`config.mk`:
```
export PLATFORM = sky130hd
export DESIGN_NAME = log_alog_unit_flat
export DESIGN_NICKNAME = d
export VERILOG_FILES = /design/src/rtl/log_alog_pkg.sv /design/src/rtl/log_alog_unit_if.sv /design/src/rtl/log_alog_unit_alog_core.sv /design/src/rtl/log_alog_unit.sv /design/src/flat_wrapper.sv
export SDC_FILE = /design/constraint.sdc
export NUM_CORES = 1
export LEC_CHECK = 0
export CELL_PAD_IN_SITES_DETAIL_PLACEMENT = 1
export CELL_PAD_IN_SITES_GLOBAL_PLACEMENT = 1
export CORE_MARGIN = 5
export CORE_UTILIZATION = 51
export CTS_CLUSTER_DIAMETER = 200
export DETAILED_ROUTE_END_ITERATION = 8
export DONT_BUFFER_PORTS = 1
export GPL_ROUTABILITY_DRIVEN = 0
export PLACE_DENSITY_LB_ADDON = 0.15
export SLEW_MARGIN = 20
export SYNTH_ARGS = -nofsm -noshare
export SYNTH_HDL_FRONTEND = slang
export SYNTH_SLANG_ARGS = --single-unit
```
`constraint.sdc`:
```
create_clock -name clk -period 4.7 [get_ports clk]
set_clock_uncertainty 0.1 [all_clocks]
set_input_delay 0.235 -clock clk [delete_from_list [all_inputs] [get_ports clk]]
set_output_delay 0.235 -clock clk [all_outputs]
set_load 0.02 [all_outputs]
```
`src/rtl/log_alog_pkg.sv`:
```
// log_alog_pkg: shared widths and constants for the Mitchell log2/antilog2 unit.
package log_alog_pkg;
    localparam int FRAC_W = 12;
    localparam int LOG_IN_W = 16;
    localparam int A18_IN_W = 18;
    localparam int A19_IN_W = 19;
    localparam int LOG_INT_OFFSET = 12;
    localparam logic [18:0] LOG2_24 = 19'h0495C;
    // 1.0 in the antilog output formats (1.18 and 1.19)
    localparam logic [18:0] ONE_1P18 = 19'h40000;
    localparam logic [19:0] ONE_1P19 = 20'h80000;
endpackage

```
`src/rtl/log_alog_unit_if.sv`:
```
// log_alog_if: operand and result bundle for the three log/antilog channels.
import log_alog_pkg::*;

interface log_alog_if;
    logic [LOG_IN_W-1:0] log_data;
    logic [4:0]          log_intgr;
    logic [FRAC_W-1:0]   log_frac;
    logic                log_valid;
    logic [A18_IN_W-1:0] a18_data;
    logic [A18_IN_W:0]   a18_out;
    logic [A19_IN_W-1:0] a19_data;
    logic [A19_IN_W:0]   a19_out;
    modport master (output log_data, a18_data, a19_data,
                    input  log_intgr, log_frac, log_valid, a18_out, a19_out);
    modport slave  (input  log_data, a18_data, a19_data,
                    output log_intgr, log_frac, log_valid, a18_out, a19_out);
endinterface

```
`src/rtl/log_alog_unit_alog_core.sv`:
```
// alog_core: combinational Mitchell 2^x; overflow saturates when LOG_ALOG_SAT_EN is defined, else wraps.
import log_alog_pkg::*;

module alog_core #(
    parameter int IN_W  = 18,
    parameter int OUT_W = IN_W + 1
) (
    input  logic [IN_W-1:0]  data,
    output logic [OUT_W-1:0] res
);
    localparam int IW = IN_W - FRAC_W;
    logic signed [IW-1:0] i;
    logic [IW-1:0] n;
    logic [OUT_W-1:0] mant;
    always_comb begin
        i = data[IN_W-1:FRAC_W];
        n = -i;
        mant = {1'b1, data[FRAC_W-1:0], {(OUT_W-1-FRAC_W){1'b0}}};
`ifdef LOG_ALOG_SAT_EN
        res = i[IW-1] ? mant >> n : (i == '0 ? mant : '1);
`else
        res = i[IW-1] ? mant >> n : mant << i;
`endif
    end
endmodule

```
`src/rtl/log_alog_unit.sv`:
```
// log_alog_unit: registered Mitchell log2 (4.12) and two antilog2 channels; LOG_ALOG_SAT_EN saturates antilog overflow.
import log_alog_pkg::*;

module log_alog_unit (
    input logic clk,
    input logic reset,
    log_alog_if.slave bus
);
    logic [3:0] k;
    logic [FRAC_W-1:0] frac_next;
    logic [A18_IN_W:0] a18_next;
    logic [A19_IN_W:0] a19_next;
    // shifting left by 16-k drops the leading one and MSB-aligns the bits below it
    always_comb begin
        k = '0;
        for (int j = 0; j < LOG_IN_W; j++) k = bus.log_data[j] ? 4'(j) : k;
        frac_next = FRAC_W'((bus.log_data << (5'd16 - {1'b0, k})) >> 4);
    end
    alog_core #(.IN_W(A18_IN_W), .OUT_W(A18_IN_W + 1)) u_a18 (.data(bus.a18_data), .res(a18_next));
    alog_core #(.IN_W(A19_IN_W), .OUT_W(A19_IN_W + 1)) u_a19 (.data(bus.a19_data), .res(a19_next));
    always_ff @(posedge clk or posedge reset) begin
        if (reset) begin
            bus.log_valid <= 1'b0;
            bus.log_intgr <= '0;
            bus.log_frac  <= '0;
            bus.a18_out   <= '0;
            bus.a19_out   <= '0;
        end else begin
            bus.log_valid <= |bus.log_data;
            bus.log_intgr <= |bus.log_data ? 5'(k) - 5'(LOG_INT_OFFSET) : '0;
            bus.log_frac  <= frac_next;
            bus.a18_out   <= a18_next;
            bus.a19_out   <= a19_next;
        end
    end
endmodule

```
`src/flat_wrapper.sv`:
```
// flat-port wrapper written by rule: the top's interface ports become plain ports
module log_alog_unit_flat 
  (clk, reset, bus_log_data, bus_a18_data, bus_a19_data, bus_log_intgr, bus_log_frac, bus_log_valid, bus_a18_out, bus_a19_out);
  log_alog_if bus_i ();
  input logic clk;
  input logic reset;
  input wire logic [$bits(bus_i.log_data)-1:0] bus_log_data;
  input wire logic [$bits(bus_i.a18_data)-1:0] bus_a18_data;
  input wire logic [$bits(bus_i.a19_data)-1:0] bus_a19_data;
  output wire logic [$bits(bus_i.log_intgr)-1:0] bus_log_intgr;
  output wire logic [$bits(bus_i.log_frac)-1:0] bus_log_frac;
  output wire logic [$bits(bus_i.log_valid)-1:0] bus_log_valid;
  output wire logic [$bits(bus_i.a18_out)-1:0] bus_a18_out;
  output wire logic [$bits(bus_i.a19_out)-1:0] bus_a19_out;
  assign bus_i.log_data = bus_log_data;
  assign bus_i.a18_data = bus_a18_data;
  assign bus_i.a19_data = bus_a19_data;
  assign bus_log_intgr = bus_i.log_intgr;
  assign bus_log_frac = bus_i.log_frac;
  assign bus_log_valid = bus_i.log_valid;
  assign bus_a18_out = bus_i.a18_out;
  assign bus_a19_out = bus_i.a19_out;
  log_alog_unit u_core (.clk(clk), .reset(reset), .bus(bus_i));
endmodule
```
==> impl_metrics.py <==
metrics = {
    "synthesis": {
        "ys_seq_area_frac": 0.2856,
        "synth_edf_count": 0,
        "async_flop_share": 1.000,
        "netlist.area_leader.share": 0.2856,
        "yosysMostFrequentCell": "nor2_1",
        "synth-main-ff-cell": "dfrtp_1",
        "ys_top_cells_by_area": "dfrtp_1 (29%), mux2i_1 (9.8%), nor2_1 (5.6%)",
        "synth.avg_cell_area_um2": 8.017,
        "syn_inst": 623,
        "ys_types": 63,
        "postSynthNetCount": 684,
        "ys_ff_latch": 57,
        "netlist_top_cells_count": "nor2_1 (75), nand2_1 (63), dfrtp_1 (57), a21oi_1 (51), mux2i_1 (49)",
        "ys_warn_count": 0,
        "yosysTopAreaCell": "dfrtp_1",
        "syn_area_mm2": 0.004995,
    },
    "outcome": {
        "status": "finished, final reports clean",
    },
    "layout": {
        "multi_input_area_mm2": 0.003331,
        "area_growth_pct": 5.837,
        "drive_gt1_frac": 0.09136,
        "fillCellCount": 1175,
        "seq_area_mm2": 0.001426,
        "diodes": 0,
        "final_net_count": 658,
    },
    "die": {
        "die-area_mm2": 0.01187,
        "start_util": 0.5158,
        "rows": 36,
        "core_mm2": 0.009684,
        "ioPinCount": 112,
        "dieWidth_um": 109.0,
        "die_h_um": 109.0,
    },
    "route": {
        "top_layer": "met4",
        "num_vias": 4733,
        "route.detailed.drc": 0,
        "dr_wl_met3_um": 1415,
        "m1WireLength_um": 6989,
        "routed_wl_um": 16270,
        "drtPass1Iterations": 5,
        "dr.first_iter.drc_count": 407,
        "wire_per_inst_um": 22.13,
        "detail-route-antenna-nets": 0,
        "via_per_inst": 6.439,
        "wl_met2_um": 7587,
    },
    "clocking": {
        "cts_resized": 0,
        "hold_buffers": 6,
        "cts_tree": "yes",
        "cts_setup_buffers": 0,
        "cts_buffers": 9,
        "clk_pin_slew_worst_paths_ns": 0.07,
        "cts.sinks": 57,
        "cts-root-buf": "clkbuf_8",
        "htreeDepth": 3,
        "cts.path.max_buffers": 2,
    },
    "timing": {
        "final-max-slew-violation-count": 0,
        "timing.final.crit_period_ns": 2.796,
        "hold_slack_ns": 0.02100,
        "final_hold_viol_count": 0,
        "setup_tns_ns": 0,
        "fmax_ghz": 0.3577,
        "relSlewSlack": 0.2596,
        "fin_ws_ns": 1.904,
        "finalSetupViolCount": 0,
        "worst_slew_pin_slew_ns": 1.107,
        "rsz0062_at_grt": "false",
        "min_period_over_period": 0.5949,
    },
    "pwr": {
        "power.density_mw_per_mm2": 282.2,
        "p_comb_frac": 0.282,
        "seq_power_share": 0.403,
        "power_leakage_nw": 2.186,
        "pwr-share-clk": 0.315,
        "finalPower_mw": 1.492,
        "vdd_drop_max_v": 0.0001777,
        "switchingPower_mw": 0.5394,
        "p_int_mw": 0.9524,
        "p_sw_frac": 0.3616,
    },
    "global_route": {
        "grt_pass1_vias": 4718,
        "grt_usage": 0.2770,
        "antenna_found_initial": 0,
        "grt_pass1_wl_um": 25700,
        "overflow": 0,
        "grt_max_degree": 58,
    },
    "placement": {
        "pre_cts_ws_ns": 1.653,
        "numPortBuffers": 0,
        "post-dp-hpwl_um": 12290,
    },
    "min_path": {
        "hold_path.class": "in -> reg",
    },
    "critical_path": {
        "start_kind": "input pin",
        "endpoint_kind": "flip-flop",
        "cp.required_ns": 4.85,
        "path_class": "in -> reg",
        "crit_arrival_ns": 2.94,
        "path_max_fanout": 13,
    },
    "job": {
        "maxCapViolCount": 0,
    },
}
[stage by stage]
stage	utilization	cell area, um^2	cells
2_1_floorplan	-	4995	623
3_3_place_gp	0.5163	5000	713
3_5_place_dp	0.5163	5000	713
4_1_cts	0.5435	5264	735
5_1_grt	0.5459	5286	735
6_report	0.5459	5286	735
[worst max-delay path: stages]
cell	delay, ns
or2_4	0.25
a2111oi_4	0.45
a21oi_4	0.19
clkinv_4	0.12
ha_1	0.27
xor2_1	0.89
a21oi_1	0.19
a221oi_1	0.34
[routing by layer]
layer,up-vias,global-route usage
met4,0,0.08747
met3,23,0.06750
li1,2220,-
met5,-,0
met2,197,0.4289
met1,2293,0.3811
[cell families (layout without fill, tap and decap cells)]
family                     after synthesis  after routing  share of synthesized area
adders and majority gates                6              6                    0.01503
DFF                                     57             57                     0.2856
muxes                                   67             67                     0.1501
buffers and inverters                   65             44                    0.05211
and+or+nand+nor                        225            225                     0.2084
xor gates and xnor gates                16             16                    0.03557
AOI/OAI and AO/OA                      187            187                     0.2533
[sequential cells by signal, summed over array words and instances (netlist names)]
register	flops
u_core.bus.a19_out	20
u_core.bus.log_intgr	5
u_core.bus.a18_out	19
u_core.bus.log_valid	1
u_core.bus.log_frac	12
[path summary, 6_finish.rpt]
| kind | startpoint | end | slack, ns | cells past startpoint |
|---|---|---|---|---|
| min in group asynchronous | reset | u_core.bus.a18_out[11] | 0.42 | 3 |
| max in group asynchronous | reset | u_core.bus.a19_out[9] | 3.60 | 3 |
| worst max-delay path | bus_log_data[15] | u_core.bus.log_frac[8] | 1.90 | 8 |
| worst min-delay path | bus_a19_data[14] | u_core.bus.a19_out[13] | 0.02 | 2 |
[layout by cell type, fill, tap and decap left out, drive strengths merged, types with 7 or more instances in the layout]
| master | synthesis | final |
|---|---|---|
| o21ai | 35 | 35 |
| a2111oi | 7 | 7 |
| nand3 | 17 | 17 |
| nand2 | 63 | 63 |
| xnor2 | 10 | 10 |
| nor3 | 16 | 16 |
| nor2b | 13 | 13 |
| a211oi | 27 | 27 |
| clkbuf | 35 | 10 |
| a21oi | 52 | 52 |
| a22oi | 9 | 9 |
| mux2 | 13 | 13 |
| inv | 16 | 17 |
| o22ai | 15 | 15 |
| mux2i | 49 | 49 |
| dfrtp | 57 | 57 |
| nand2b | 15 | 15 |
| nor2 | 75 | 75 |
[final cells by class]
| cell class | instances | area share |
|---|---|---|
| inverters | 19 | 0.01444 |
| clock inverters | 6 | 0.01254 |
| clock buffers | 10 | 0.02604 |
| well taps | 133 | 0.03148 |
| repair buffers | 9 | 0.01562 |
| multi-input cells | 501 | 0.6301 |
| flip-flops and latches | 57 | 0.2698 |
[power by group through the flow]
stage	sequential (mW)	clock, mW	combinational, mW
final	0.601	0.470	0.421
after global routing	0.604	0.502	0.461
after CTS	0.603	0.476	0.413
after detailed placement	0.611	0	0.405
after global placement	0.610	0	0.391
after floorplan	0.600	0	0.342
Note: power is estimated with default switching activity, not from simulation.
